### src/rtl/noc_pkg.sv
// Shared NoC router definitions: flit-type encodings,
// port indices and the output-buffer write-side state.
package noc_pkg;

  localparam int FT_W = 2;

  localparam logic [FT_W-1:0] FLIT_SINGLE = 2'b00;
  localparam logic [FT_W-1:0] FLIT_HEAD   = 2'b01;
  localparam logic [FT_W-1:0] FLIT_BODY   = 2'b10;
  localparam logic [FT_W-1:0] FLIT_TAIL   = 2'b11;

  localparam int PORT_L    = 0;
  localparam int PORT_N    = 1;
  localparam int PORT_E    = 2;
  localparam int PORT_W    = 3;
  localparam int PORT_S    = 4;
  localparam int NUM_PORTS = 5;

  typedef enum logic {
    S_IDLE = 1'b0,
    S_PKT  = 1'b1
  } wr_state_e;

endpackage

### src/rtl/outport_fifo_mem.sv
// Flit storage for the output buffer: synchronous write,
// asynchronous read so the head flit falls through.
module outport_fifo_mem #(
  parameter int DATA_WIDTH = 32,
  parameter int DEPTH      = 8,
  parameter int ADDR_W     = $clog2(DEPTH)
) (
  input  logic                  clk,
  input  logic                  we_i,
  input  logic [ADDR_W-1:0]     waddr_i,
  input  logic [DATA_WIDTH-1:0] wdata_i,
  input  logic [ADDR_W-1:0]     raddr_i,
  output logic [DATA_WIDTH-1:0] rdata_o
);

  logic [DATA_WIDTH-1:0] mem_q [DEPTH];

  always_ff @(posedge clk) begin
    if (we_i) begin
      mem_q[waddr_i] <= wdata_i;
    end
  end

  assign rdata_o = mem_q[raddr_i];

endmodule

### src/rtl/outport_buffer.sv
// Output-side flit FIFO for one router direction with
// registered ready, packet framing checks and overflow flag.
module outport_buffer
  import noc_pkg::*;
#(
  parameter int DATA_WIDTH   = 32,
  parameter int DEPTH        = 8,
  parameter int READY_MARGIN = 1
) (
  input  logic                     clk,
  input  logic                     rst,
  input  logic                     wr_en,
  input  logic [DATA_WIDTH-1:0]    wr_data,
  output logic                     ready_out,
  output logic                     tx_valid,
  output logic [DATA_WIDTH-1:0]    tx_data,
  input  logic                     tx_ready,
  output logic [$clog2(DEPTH):0]   count,
  output logic                     pkt_active,
  output logic                     overflow,
  output logic                     proto_err
);

  localparam int ADDR_W = $clog2(DEPTH);
  localparam int CNT_W  = ADDR_W + 1;

  localparam logic [CNT_W-1:0]  FULL_C  = CNT_W'(DEPTH);
  localparam logic [CNT_W-1:0]  RDY_MAX = CNT_W'(DEPTH - 1 - READY_MARGIN);
  localparam logic [CNT_W-1:0]  CNT_ONE = CNT_W'(1);
  localparam logic [ADDR_W-1:0] PTR_ONE = ADDR_W'(1);

  logic [ADDR_W-1:0] wr_ptr_q, wr_ptr_d;
  logic [ADDR_W-1:0] rd_ptr_q, rd_ptr_d;
  logic [CNT_W-1:0]  count_q, count_d;
  logic              ready_q;
  logic              ovf_q, ovf_d;
  logic              perr_q, perr_d;
  wr_state_e         state_q, state_d;

  logic            full;
  logic            push;
  logic            pop;
  logic [FT_W-1:0] ftype;

  assign full  = (count_q == FULL_C);
  assign push  = wr_en & ~full;
  assign pop   = tx_valid & tx_ready;
  assign ftype = wr_data[DATA_WIDTH-1 -: FT_W];

  outport_fifo_mem #(
    .DATA_WIDTH (DATA_WIDTH),
    .DEPTH      (DEPTH),
    .ADDR_W     (ADDR_W)
  ) u_mem (
    .clk     (clk),
    .we_i    (push),
    .waddr_i (wr_ptr_q),
    .wdata_i (wr_data),
    .raddr_i (rd_ptr_q),
    .rdata_o (tx_data)
  );

  always_comb begin
    wr_ptr_d = push ? wr_ptr_q + PTR_ONE : wr_ptr_q;
    rd_ptr_d = pop  ? rd_ptr_q + PTR_ONE : rd_ptr_q;
    count_d  = count_q;
    unique case ({push, pop})
      2'b10:   count_d = count_q + CNT_ONE;
      2'b01:   count_d = count_q - CNT_ONE;
      default: count_d = count_q;
    endcase
  end

  // Framing only advances on accepted flits; dropped writes are ignored.
  always_comb begin
    state_d = state_q;
    perr_d  = perr_q;
    ovf_d   = ovf_q | (wr_en & full);
    if (push) begin
      unique case (state_q)
        S_IDLE: begin
          if (ftype == FLIT_HEAD) state_d = S_PKT;
          else if (ftype != FLIT_SINGLE) perr_d = 1'b1;
        end
        S_PKT: begin
          if (ftype == FLIT_TAIL) state_d = S_IDLE;
          else if (ftype != FLIT_BODY) perr_d = 1'b1;
        end
        default: state_d = S_IDLE;
      endcase
    end
  end

  always_ff @(posedge clk) begin
    if (rst) begin
      wr_ptr_q <= '0;
      rd_ptr_q <= '0;
      count_q  <= '0;
      ready_q  <= 1'b0;
      ovf_q    <= 1'b0;
      perr_q   <= 1'b0;
      state_q  <= S_IDLE;
    end else begin
      wr_ptr_q <= wr_ptr_d;
      rd_ptr_q <= rd_ptr_d;
      count_q  <= count_d;
      ready_q  <= (count_d <= RDY_MAX);
      ovf_q    <= ovf_d;
      perr_q   <= perr_d;
      state_q  <= state_d;
    end
  end

  assign tx_valid   = (count_q != '0);
  assign count      = count_q;
  assign ready_out  = ready_q;
  assign pkt_active = (state_q == S_PKT);
  assign overflow   = ovf_q;
  assign proto_err  = perr_q;

endmodule
### config.mk
export PLATFORM = sky130hd
export DESIGN_NAME = outport_buffer
export DESIGN_NICKNAME = d
export VERILOG_FILES = /design/src/rtl/noc_pkg.sv /design/src/rtl/outport_fifo_mem.sv /design/src/rtl/outport_buffer.sv
export SDC_FILE = /design/constraint.sdc
export NUM_CORES = 1
export LEC_CHECK = 0
export ABC_AREA = 1
export ABC_CLOCK_PERIOD_IN_PS = 7500
export BUFFER_PORTS_ARGS = -buffer_cell sky130_fd_sc_hd__buf_4
export CAP_MARGIN = 20
export CORE_ASPECT_RATIO = 0.7
export CORE_UTILIZATION = 60
export DETAILED_ROUTE_END_ITERATION = 10
export GPL_ROUTABILITY_DRIVEN = 0
export PLACE_DENSITY = 0.79
export SKIP_CTS_REPAIR_TIMING = 1
export SLEW_MARGIN = 20
export SYNTH_ARGS = -nofsm -noshare
export SYNTH_HDL_FRONTEND = slang
export SYNTH_HIERARCHICAL = 1
export SYNTH_SLANG_ARGS = --single-unit
### constraint.sdc
create_clock -name clk -period 7.5 [get_ports clk]
set_input_delay 0.75 -clock clk [delete_from_list [all_inputs] [get_ports clk]]
set_output_delay 0.75 -clock clk [all_outputs]
set_load 0.1 [all_outputs]
# Yosys cells after proc, flatten, opt, wreduce, memory -nomap -nowiden
# Memories as Yosys holds them, arrays and structs flattened. A register that Yosys moved wholly into a read port is not among the register bits.
# Index checks and enable logic that the tools add are counted.
# op_classes
bitwise	6
n_addsub	4
shift	0
muxes	13
eq_ne	10
reduce_logical	3
n_mul	0
n_div	0
order_cmp	1
# op_table
cell	count
two-way mux 1 bit	8
inequality test 2 bit, second input constant	4
case mux 4 bit (2 select lines)	1
adder 3 x 1 -> 3 bit, second input constant	2
two-way mux 3 bit	2
AND reduction 5 bit	1
adder 4 x 1 -> 4 bit, second input constant	1
equality test 2 x 1 -> 1 bit, second input constant	2
equality test 2 bit, second input constant	2
equality test 4 bit, second input constant	1
less-or-equal comparator 4 x 3 -> 1 bit, second input constant	1
case mux 1 bit (2 select lines)	2
nonzero test 4 bit	1
subtractor 4 x 1 -> 4 bit, second input constant	1
bitwise AND 1 bit	3
inequality test 2 x 1 -> 1 bit, second input constant	1
inverter 1 bit	2
nonzero test 2 bit	1
OR 1 bit	1
# totals
mem_bits_rw	256
romBits	0
reg_bits	14
word_cells	45
n_memories	1
output_inout_bits	41
latch_bits	0
inputBits	36
# mem_list
name	words	width	read_ports	rd_ports_with_merged_regs	wr	line_no	rtl
u_mem.mem_q	8	32	1	1	1	outport_fifo_mem.sv:16	logic [DATA_WIDTH-1:0] mem_q [DEPTH];

# Depth between registers and ports, before layout
# Gate-level depths: netlist (run 1).
# logic_depth
depth_word	6
mapped_depth	16
depth_no_buf	16

# Modules after synthesis
# The synthesis (run 1) kept the hierarchy.
# by_module_without_submodules
module	instances	cells_per_inst	seq_area_each_um2	area_each_um2
outport_fifo_mem	1	1124	7687.4	11232.0
outport_buffer	1	112	280.3	760.7

# Least setup slack after synthesis (run 1)
# Ideal clock, no wire load.
# synth_path
path_kind	register -> register
from	register count_q[0], in the netlist count[0]
to	memory u_mem.mem_q[1][0], enable pin
path_stages_with_launch	7
path_buffers	0
t_required_ps	7079
setup_ps	421
synth_period_minus_slack_ps	3426
arrival_time_ps	3004
path_slack_ps	4074
cell_sequence	dfxtp_1 nor2_2 nand2_1 nand2_2 clkinv_1 nand2_1 nor2_1
# synth_via
elab_chain_cells	5
# synth_lines
element	line_no	rtl
start: declaration	outport_buffer.sv:34	logic [CNT_W-1:0] count_q, count_d;
start signal: assignment	outport_buffer.sv:106	count_q <= count_d;
equality test 4 bit	outport_buffer.sv:45	assign full = (count_q == FULL_C);
inverter 1 bit	outport_buffer.sv:46	assign push = wr_en & ~full;
bitwise AND 1 bit	outport_buffer.sv:46	
via push	outport_buffer.sv:41	logic push;
two-way mux 1 bit	outport_fifo_mem.sv:19	if (we_i) begin
two-way mux 1 bit (not written as such)	outport_fifo_mem.sv:20	mem_q[waddr_i] <= wdata_i;
end: declaration	outport_fifo_mem.sv:16	
# The timed path passes the listed nets, and every way through them passes these cells.

==> reports/summary.txt, run 1 <==
Status - finished clean
Max Fanout on Critical Path - 82
Proportion of layout cells with a drive suffix above 1 - 0.109
Routed vias - 8177
IO Pins - 77
R2R Path Start - count[0]$_SDFF_PP0_
Post-synth top cells - 447 x nand2_1, 276 x inv_1, 256 x edfxtp_1
Power density cells - 379 nW/um^2
Pre-antenna DRT Iters - 5
Antenna diodes - 0
YS warnings - 6
First-pass GRT wire length - 39800 um
Leakage - 6.28 nW
Arr. time, crit path - 3.11 ns
Final worst-path cycle share - 0.515
Vias per inst - 5.15
Critical path type - reg2out
Total Routed Length - 25200 um
Hpwl dp - 13700 um
Critical Path Source - rd_ptr_q[0]$_SDFFE_PP0P_
Min Tclk post-route - 3.86 ns
Worst IR Drop VDD - 0.304 mV
Worst min path class - in2reg
Gr ovfl total - 0
Drt drc - 0
Vias in the first global route - 7761
Antenna violations before repair - 0
Post-synthesis cell count - 1236
Post-synthesis cell area - 12000 sq um
1st-iter DRT viols - 785
Rel. slew slack - 0.410
FF+latch count, synth - 270
WL/cell - 15.9 um
RSZ-0062 raised after global routing - no
Sequential-to-total area share from yosys stat - 0.664
Core area - 19200 sq um
Std cell rows - 42
Clock Sinks - 270
Clock root buffer master - clkbuf_16
Crit path required time - 6.75 ns
Pin count of the biggest net entering global routing - 113
Min-delay src - rst
Max_cap viols - 0
Post-Place Setup Slack - 4.19 ns
Clock buffer depth - 3
Die X - 171 um
Routed Antenna Nets - 0
Largest cells by area after synthesis - edfxtp_1 64%, nand2_1 14%, inv_1 8.6%
Die area - 20600 sq um
Clk_lat worst skew - 0.53 ns
Worst Setup End Kind - output port
All-layer global routing usage - 0.252
Post-route worst setup slack - 3.64 ns
Slew @ Worst Pin - 0.886 ns
Crit-path slowest cell - buf_4
Placed cells - 1541
Setup Skew - 0.0168 ns
Setup Viol. Count Final - 0
Ys async rst share - 0
CTS tree - yes
Synth cell types - 25
TritonCTS Buffers - 26
Final hold viol count - 0
Mean post-synth cell area - 9.70 sq um
Post-Layout Cell Count - 1587
Most common cell in the synthesized netlist - nand2_1
Slew Limit Fails - 0
Die span in y - 120 um
I/O Buffers - 76
Reg clk slew, reported paths - 0.06 ns
Worst setup SP type - flip-flop
Initial Util - 0.624
CTS H-tree lvls - 1
Worst path max stage delay - 0.63 ns
Synth top area share - 0.641
Max Freq - 259 MHz
Synth Flop Type - edfxtp_1
CP cell instances - clkinv_2 > buf_4 > nand2_1 > nand3_1 > nand2_1 > nand2_1 > nand2_1 > buf_4
EDFF count, synth - 256
Most frequent CP cell - nand2_1
Dominant cell type by area after synthesis - edfxtp_1
Final net count - 1345
Area grow syn2layout - 13.6%
Mapped Nets - 1276
Post-Route Setup TNS - 0 ns
==> state kept, by name (all words and copies together), names as in the netlist, named ones only <==
register and flops:
count 4, overflow 1, proto_err 1, rd_ptr_q 3, ready_out 1, u_mem/mem_q 256, wr_ptr_q 3
==> power by group <==
| part | internal, mW | total [mW] | switching (mW) |
|---|---|---|---|
| Combinational | 0.441 | 2.07 | 1.63 |
| Clock | 0.740 | 1.28 | 0.543 |
| Sequential | 1.76 | 1.80 | 0.0463 |
==> cell type report <==
cell class / instances / area, sq um
tap: 264 / 330
inverter: 280 / 1050
sequential: 270 / 7970
fill: 1389 / 5610
clock inverter: 9 / 105
clock buffer: 37 / 723
timing repair buffer: 90 / 719
multi-input combinational: 637 / 2720
==> cells by family (layout without fill, tap and decap cells) <==
logic type      after synthesis  after routing  share of synthesized area
simple gates                613            613                      0.208
buf+inv                     329            416                      0.114
flops                       270            270                      0.664
compound gates               18             18                    0.00876
fa+ha+maj                     4              4                    0.00417
xor+xnor                      2              2                    0.00146
==> through the flow <==
stage | instance area [sq um] | util | total power [mW] | hold slack [ns]
global route | 13600 | 0.708 | 5.38 | 0.443
CTS | 13600 | 0.708 | 5.17 | 0.433
global placement | 12700 | 0.662 | 3.86 | 0.438
finish | 13600 | 0.708 | 5.16 | 0.448
detailed placement | 12800 | 0.665 | 3.90 | 0.444
floorplan | 12000 | - | 3.49 | 0.433
==> metal layers <==
| layer | global-route usage | up-vias | part of all wire |
|---|---|---|---|
| met5 | 0 | - | 0 |
| met2 | 0.412 | 285 | 0.48 |
| met3 | 0.0337 | 43 | 0.065 |
| met1 | 0.357 | 3879 | 0.43 |
| li1 | - | 3970 | - |
| met4 | 0.0725 | 0 | 0.021 |
==> critical path: cells and delay by family (launching register included) <==
| family | cells | cell delay, ns |
|---|---|---|
| buffers and inverters | 3 | 1.50 |
| AND/OR/NAND/NOR | 5 | 0.58 |
| flip-flops | 1 | 0.48 |
==> layout by cell type, fill, tap and decap left out <==
master and n:
a21oi_1 8, o21ai_2 1, nor2_2 1, clkbuf_16 27
buf_4 87, bufinv_16 2, edfxtp_1 256, clkinv_2 3
nand3_1 138, clkbuf_8 1, inv_1 276, inv_2 2
clkinv_8 1, o21ai_1 1, ha_1 4, nand2_1 447
dfxtp_1 12, o21ai_0 7, nand3b_1 1, or2_2 1
clkinvlp_4 1, clkbuf_1 9, dfxtp_2 1, dfxtp_4 1
a21oi_4 1, buf_16 2, nor2_4 8, nand2_2 3
xnor2_1 2, buf_6 1, nor2_1 14, clkinv_1 4
==> final timing paths <==
check	to	slack (ns)	cells past startpoint
hold / removal	proto_err$_SDFFE_PP0P_	0.45	2
hold reg to reg	proto_err$_SDFFE_PP0P_	0.45	2
setup reg to reg	u_mem/mem_q[3][7]$_DFFE_PP_	5.07	7
setup / recovery	tx_data[0]	3.64	8
Note: power is estimated with default switching activity, not from simulation.
==> run 2: changes to the inputs <==
--- a/config.mk
+++ b/config.mk
@@ -6,7 +6,7 @@
 export NUM_CORES = 1
 export LEC_CHECK = 0
 export ABC_AREA = 1
-export ABC_CLOCK_PERIOD_IN_PS = 7500
+export ABC_CLOCK_PERIOD_IN_PS = 4010
 export BUFFER_PORTS_ARGS = -buffer_cell sky130_fd_sc_hd__buf_4
 export CAP_MARGIN = 20
 export CORE_ASPECT_RATIO = 0.7
==> constraint.sdc (replaced) <==
create_clock -name clk -period 4.01 [get_ports clk]
set_input_delay 0.401 -clock clk [delete_from_list [all_inputs] [get_ports clk]]
set_output_delay 0.401 -clock clk [all_outputs]
set_load 0.1 [all_outputs]
==> reports/summary.txt, run 2 (same netlist as run 1, synthesis figures left out) <==
Status - finished clean
Clock buffer depth - 3 (unchanged)
Routed vias - 8014 (-2.0%)
Switching part of the total - 0.430 (-0.00107)
IO Pins - 77 (unchanged)
Clk pwr share - 0.240 (-0.009)
I/O Buffers - 76 (unchanged)
P_int - 5.46 mW (+86%)
Total net switching power - 4.11 mW (+85%)
Antenna violations before repair - 0 (unchanged)
Post-Route Setup TNS - 0 ns (unchanged)
Max FFs per register - 256 (unchanged)
Hpwl dp - 13100 um (-4.6%)
Commonest non-fill, non-tap cell in the layout - nand2_1
Max_cap viols - 0 (unchanged)
GR peak layer - met2
Met1 GRT Util - 0.339 (-0.0185)
Final hold viol count - 0 (unchanged)
Critical Path Source - rd_ptr_q[0]$_SDFFE_PP0P_
Gr ovfl total - 0 (unchanged)
Clk_lat worst skew - 0.52 ns (about the same)
Routed Antenna Nets - 0 (unchanged)
Final net count - 1345 (unchanged)
Core area - 19200 sq um (unchanged)
Reg clk slew, reported paths - 0.06 ns (about the same)
RSZ-0062 raised after global routing - no
Pre-antenna DRT Iters - 5 (unchanged)
All-layer global routing usage - 0.234 (-0.0186)
Clock Sinks - 270 (unchanged)
Cell family with most CP delay - buffers and inverters
Final worst-path cycle share - 0.779
First-pass GRT wire length - 37100 um (-6.7%)
Pin count of the biggest net entering global routing - 76 (-33%)
Power density cells - 700 nW/um^2 (+85%)
Area grow syn2layout - 13.9%
TritonCTS Buffers - 25 (-3.8%)
Die X - 171 um (unchanged)
Arr. time, crit path - 2.72 ns (-0.39 ns)
Rel. slew slack - 0.282 (-0.128)
Gate power share - 0.404 (+0.002)
Worst min path class - in2reg
Initial Util - 0.624 (unchanged)
Worst Setup End Kind - output port
1st-iter DRT viols - 656 (-16%)
Most frequent CP cell - nand2_1
CP cell instances - clkinv_2 > buf_4 > nand2_1 > nand3_1 > nand2_1 > nand2_1 > nand2_1 > buf_4
Slew Limit Fails - 0 (unchanged)
Vias per inst - 5.06 (-1.9%)
Critical path type - reg2out
Min-delay src - rst
Die span in y - 120 um (unchanged)
Std cell rows - 42 (unchanged)
Setup Skew - 0.00776 ns (-0.00900 ns)
CTS tree - yes
WL/cell - 14.8 um (-7.0%)
Die area - 20600 sq um (unchanged)
Buf/Inv on CP - 3 (unchanged)
Leakage - 6.29 nW (+0.23%)
Worst IR Drop VDD - 0.594 mV (+95%)
Clock root buffer master - clkbuf_16
Total Routed Length - 23400 um (-7.1%)
Commonest non-fill, non-tap cells in the layout - 447 x nand2_1, 276 x inv_1, 256 x edfxtp_1
Vias in the first global route - 7308 (-5.8%)
R2R Path Start - count[0]$_SDFF_PP0_
Drt drc - 0 (unchanged)
Worst setup SP type - flip-flop
Top reg by flops - u_mem/mem_q
Crit path required time - 3.61 ns (-3.14 ns)
Crit-path slowest cell - dfxtp_4
Max Fanout on Critical Path - 75 (-8.5%)
Grt met3 use - 0.0347 (+0.000982)
Slew @ Worst Pin - 1.07 ns (+0.189 ns)
M2 GR Usage - 0.370 (-0.0427)
Worst path max stage delay - 0.74 ns (+0.11 ns)
CTS H-tree lvls - 1 (unchanged)
Antenna diodes - 0 (unchanged)
Layout Utilization - 0.710 (+0.00202)
Share of power burned in registers - 0.356 (+0.007)
Setup Viol. Count Final - 0 (unchanged)
Max Freq - 320 MHz
Proportion of layout cells with a drive suffix above 1 - 0.110 (+0.000922)
Min Tclk post-route - 3.12 ns
-- run 2: cell count changes in the layout (fill, tap and decap cells not counted), moves of 2 or more --
| cell | delta |
|---|---|
| buf_16 | +4 |
| buf_4 | -2 |
| clkbuf_1 | -2 |
| clkbuf_16 | -2 |
| clkinv_2 | +3 |
-- run 2: area by class of cell --
| class | count | area, sq um |
|---|---|---|
| clock inverters | 11 | 131 |
| clock buffers | 32 | 652 |
| inverters | 280 | 1050 |
| multi-input cells | 637 | 2720 |
| repair buffers | 91 | 803 |
| well taps | 264 | 330 |
| fillers | 1347 | 5570 |
| flip-flops and latches | 270 | 7970 |
-- run 2: per-layer routing --
| metal | wire [um] | part of all wire | vias up |
|---|---|---|---|
| li1 | - | - | 3971 |
| met1 | 10700 | 0.46 | 3732 |
| met2 | 10700 | 0.46 | 273 |
| met3 | 1560 | 0.066 | 38 |
| met4 | 451 | 0.019 | 0 |
| met5 | 0 | 0 | - |
-- run 2: worst paths after layout --
check                                               endpoint  slack [ns]  cells past startpoint
worst max-delay path                              tx_data[1]        0.89                      8
worst min-delay path                     count[0]$_SDFF_PP0_        0.09                      2
worst max register to register  u_mem/mem_q[0][13]$_DFFE_PP_        1.50                      6
worst min register to register           overflow$_SDFF_PP0_        0.46                      2
-- run 2: power groups by stage --
stage	Sequential, mW	Clock [mW]	Combinational (mW)
3_3_place_gp	3.46	0	3.78
3_5_place_dp	3.47	0	3.83
4_1_cts	3.41	2.33	3.85
5_1_grt	3.43	2.44	4.12
2_1_floorplan	3.61	0	2.92
6_report	3.41	2.30	3.86
-- run 2: per-stage QoR --
stage | instance area (sq um) | setup WS (ns) | power (mW) | cells | hold slack (ns)
2_1_floorplan | 12000 | 0.584 | 6.53 | 1236 | 0.433
6_report | 13700 | 0.886 | 9.57 | 1585 | 0.0919
4_1_cts | 13500 | 0.898 | 9.59 | 1579 | 0.0787
3_5_place_dp | 12700 | 1.47 | 7.30 | 1536 | 0.450
3_3_place_gp | 12700 | 1.50 | 7.24 | 1536 | 0.441
5_1_grt | 13700 | 0.760 | 10.0 | 1585 | 0.0895
==> run 3: changes to the inputs <==
--- a/config.mk
+++ b/config.mk
@@ -6,7 +6,7 @@
 export NUM_CORES = 1
 export LEC_CHECK = 0
 export ABC_AREA = 1
-export ABC_CLOCK_PERIOD_IN_PS = 4010
+export ABC_CLOCK_PERIOD_IN_PS = 3050
 export BUFFER_PORTS_ARGS = -buffer_cell sky130_fd_sc_hd__buf_4
 export CAP_MARGIN = 20
 export CORE_ASPECT_RATIO = 0.7
==> constraint.sdc (replaced) <==
create_clock -name clk -period 3.05 [get_ports clk]
set_input_delay 0.305 -clock clk [delete_from_list [all_inputs] [get_ports clk]]
set_output_delay 0.305 -clock clk [all_outputs]
set_load 0.1 [all_outputs]
==> reports/summary.txt, run 3 (same netlist as run 1, synthesis figures left out) <==
Die span in y - 120 um (unchanged)
Crit-path slowest cell - buf_4
Clk_lat worst skew - 0.53 ns (about the same)
Worst setup SP type - flip-flop
1st-iter DRT viols - 871 (+33%)
Pre-antenna DRT Iters - 6 (+1)
Routed vias - 8206 (+2.4%)
Initial Util - 0.624 (unchanged)
CTS tree - yes
Hpwl dp - 15000 um (+14%)
Core area - 19200 sq um (unchanged)
IO Pins - 77 (unchanged)
Gr ovfl total - 0 (unchanged)
R2r endpoint - u_mem/mem_q[1][19]$_DFFE_PP_
Worst path max stage delay - 0.61 ns (-0.13 ns)
FF-to-FF path depth - 7 (+1)
Footprint of the multi-input gates - 2720 sq um (unchanged)
Critical Path Source - rd_ptr_q[0]$_SDFFE_PP0P_
Clock root buffer master - clkbuf_16
Drt drc - 0 (unchanged)
Rel. slew slack - 0.465 (+0.183)
Crit path required time - 2.74 ns (-0.87 ns)
Arr. time, crit path - 2.39 ns (-0.33 ns)
TritonCTS Buffers - 26 (+4.0%)
FF/Latch Area - 7970 sq um (unchanged)
Final worst-path cycle share - 0.883
Commonest non-fill, non-tap cell in the layout - nand2_1
Layout Utilization - 0.715 (+0.00488)
Leakage - 6.36 nW (+1.0%)
Worst Setup End Kind - output port
Fill cell count - 1351 (+0.30%)
Setup slack, reg-to-reg - 0.56 ns (-0.94 ns)
Post-Layout Cell Count - 1596 (+0.69%)
Reg clk slew, reported paths - 0.06 ns (about the same)
Final hold viol count - 0 (unchanged)
Worst IR Drop VDD - 0.853 mV (+44%)
Power density cells - 933 nW/um^2 (+33%)
Clock buffer depth - 3 (unchanged)
Proportion of layout cells with a drive suffix above 1 - 0.117 (+0.00735)
Clock Sinks - 270 (unchanged)
Total Routed Length - 25500 um (+8.8%)
Slew @ Worst Pin - 0.802 ns (-0.272 ns)
Antenna violations before repair - 0 (unchanged)
Max FFs per register - 256 (unchanged)
Worst min path class - in2reg
Area grow syn2layout - 14.7%
Die area - 20600 sq um (unchanged)
Std cell rows - 42 (unchanged)
Max_cap viols - 0 (unchanged)
Final net count - 1353 (+0.59%)
Die X - 171 um (unchanged)
RSZ-0062 raised after global routing - no
Antenna diodes - 0 (unchanged)
Commonest non-fill, non-tap cells in the layout - 447 x nand2_1, 276 x inv_1, 256 x edfxtp_1
Placed cells - 1548 (+0.78%)
Setup Skew - 0.0177 ns (+0.00991 ns)
WL/cell - 16.0 um (+8.0%)
I/O Buffers - 76 (unchanged)
All-layer global routing usage - 0.252 (+0.0186)
Top reg by flops - u_mem/mem_q
Setup Viol. Count Final - 0 (unchanged)
CTS H-tree lvls - 1 (unchanged)
Vias per inst - 5.14 (+1.7%)
First-pass GRT wire length - 39700 um (+7.0%)
R2R Path Start - count[0]$_SDFF_PP0_
Slew Limit Fails - 0 (unchanged)
Max Fanout on Critical Path - 62 (-17%)
Routed Antenna Nets - 0 (unchanged)
Status - finished clean
Pin count of the biggest net entering global routing - 67 (-12%)
Critical path type - reg2out
Max Freq - 371 MHz
Most frequent CP cell - nand2_1
CP cell instances - buf_4 > nand2_1 > nand3_1 > nand2_1 > nand2_1 > nand2_1 > buf_4
Setup crit end - tx_data[20]
Vias in the first global route - 7809 (+6.9%)
Min Tclk post-route - 2.69 ns
## run 3: how the worst min path moves through the flow
stage	start	to	depth (start not counted)
after global placement	overflow$_SDFF_PP0_	overflow$_SDFF_PP0_	2
after global routing	wr_data[28]	u_mem/mem_q[4][28]$_DFFE_PP_	1
after floorplan	rst	overflow$_SDFF_PP0_	1
after detailed placement	proto_err$_SDFFE_PP0P_	proto_err$_SDFFE_PP0P_	2
after CTS	rst	proto_err$_SDFFE_PP0P_	2
final	wr_data[9]	u_mem/mem_q[3][9]$_DFFE_PP_	1
## run 3: metrics by stage
| step | setup TNS (ns) | hold slack (ns) | power, mW | area [sq um] | setup WS [ns] |
|---|---|---|---|---|---|
| global route | 0 | 0.0114 | 13.3 | 13800 | 0.224 |
| CTS | 0 | -0.0204 | 12.9 | 13700 | 0.0621 |
| global placement | 0 | 0.438 | 9.60 | 12900 | 0.658 |
| detailed placement | 0 | 0.442 | 9.66 | 12900 | 0.591 |
| finish | 0 | 0.0151 | 12.8 | 13800 | 0.357 |
| floorplan | -83.36 | 0.374 | 8.59 | 12000 | -0.375 |
## run 3: power by group
part           internal, mW  switching [mW]
Sequential             4.32           0.121
Clock                  1.87            1.33
Combinational          1.14            4.06
Total                  7.32            5.52
## run 3: layout make-up
class / count / area share
flip-flops and latches: 270 / 0.579
multi-input cells: 637 / 0.198
inverters: 280 / 0.0766
repair buffers: 98 / 0.0600
clock buffers: 30 / 0.0499
well taps: 264 / 0.0240
clock inverters: 17 / 0.0121
## run 3: layer usage
layer	routed length [um]	vias up	GRT usage
met5	0	-	0
met4	426	0	0.0698
met3	2020	40	0.0409
met2	12200	352	0.420
met1	10800	3817	0.346
li1	-	3997	-
## run 3: critical path: cells and delay by family (launching register included)
kind / cells / cell delay (ns)
buffers and inverters: 2 / 0.86
DFF: 1 / 0.49
and+or+nand+nor: 5 / 0.47
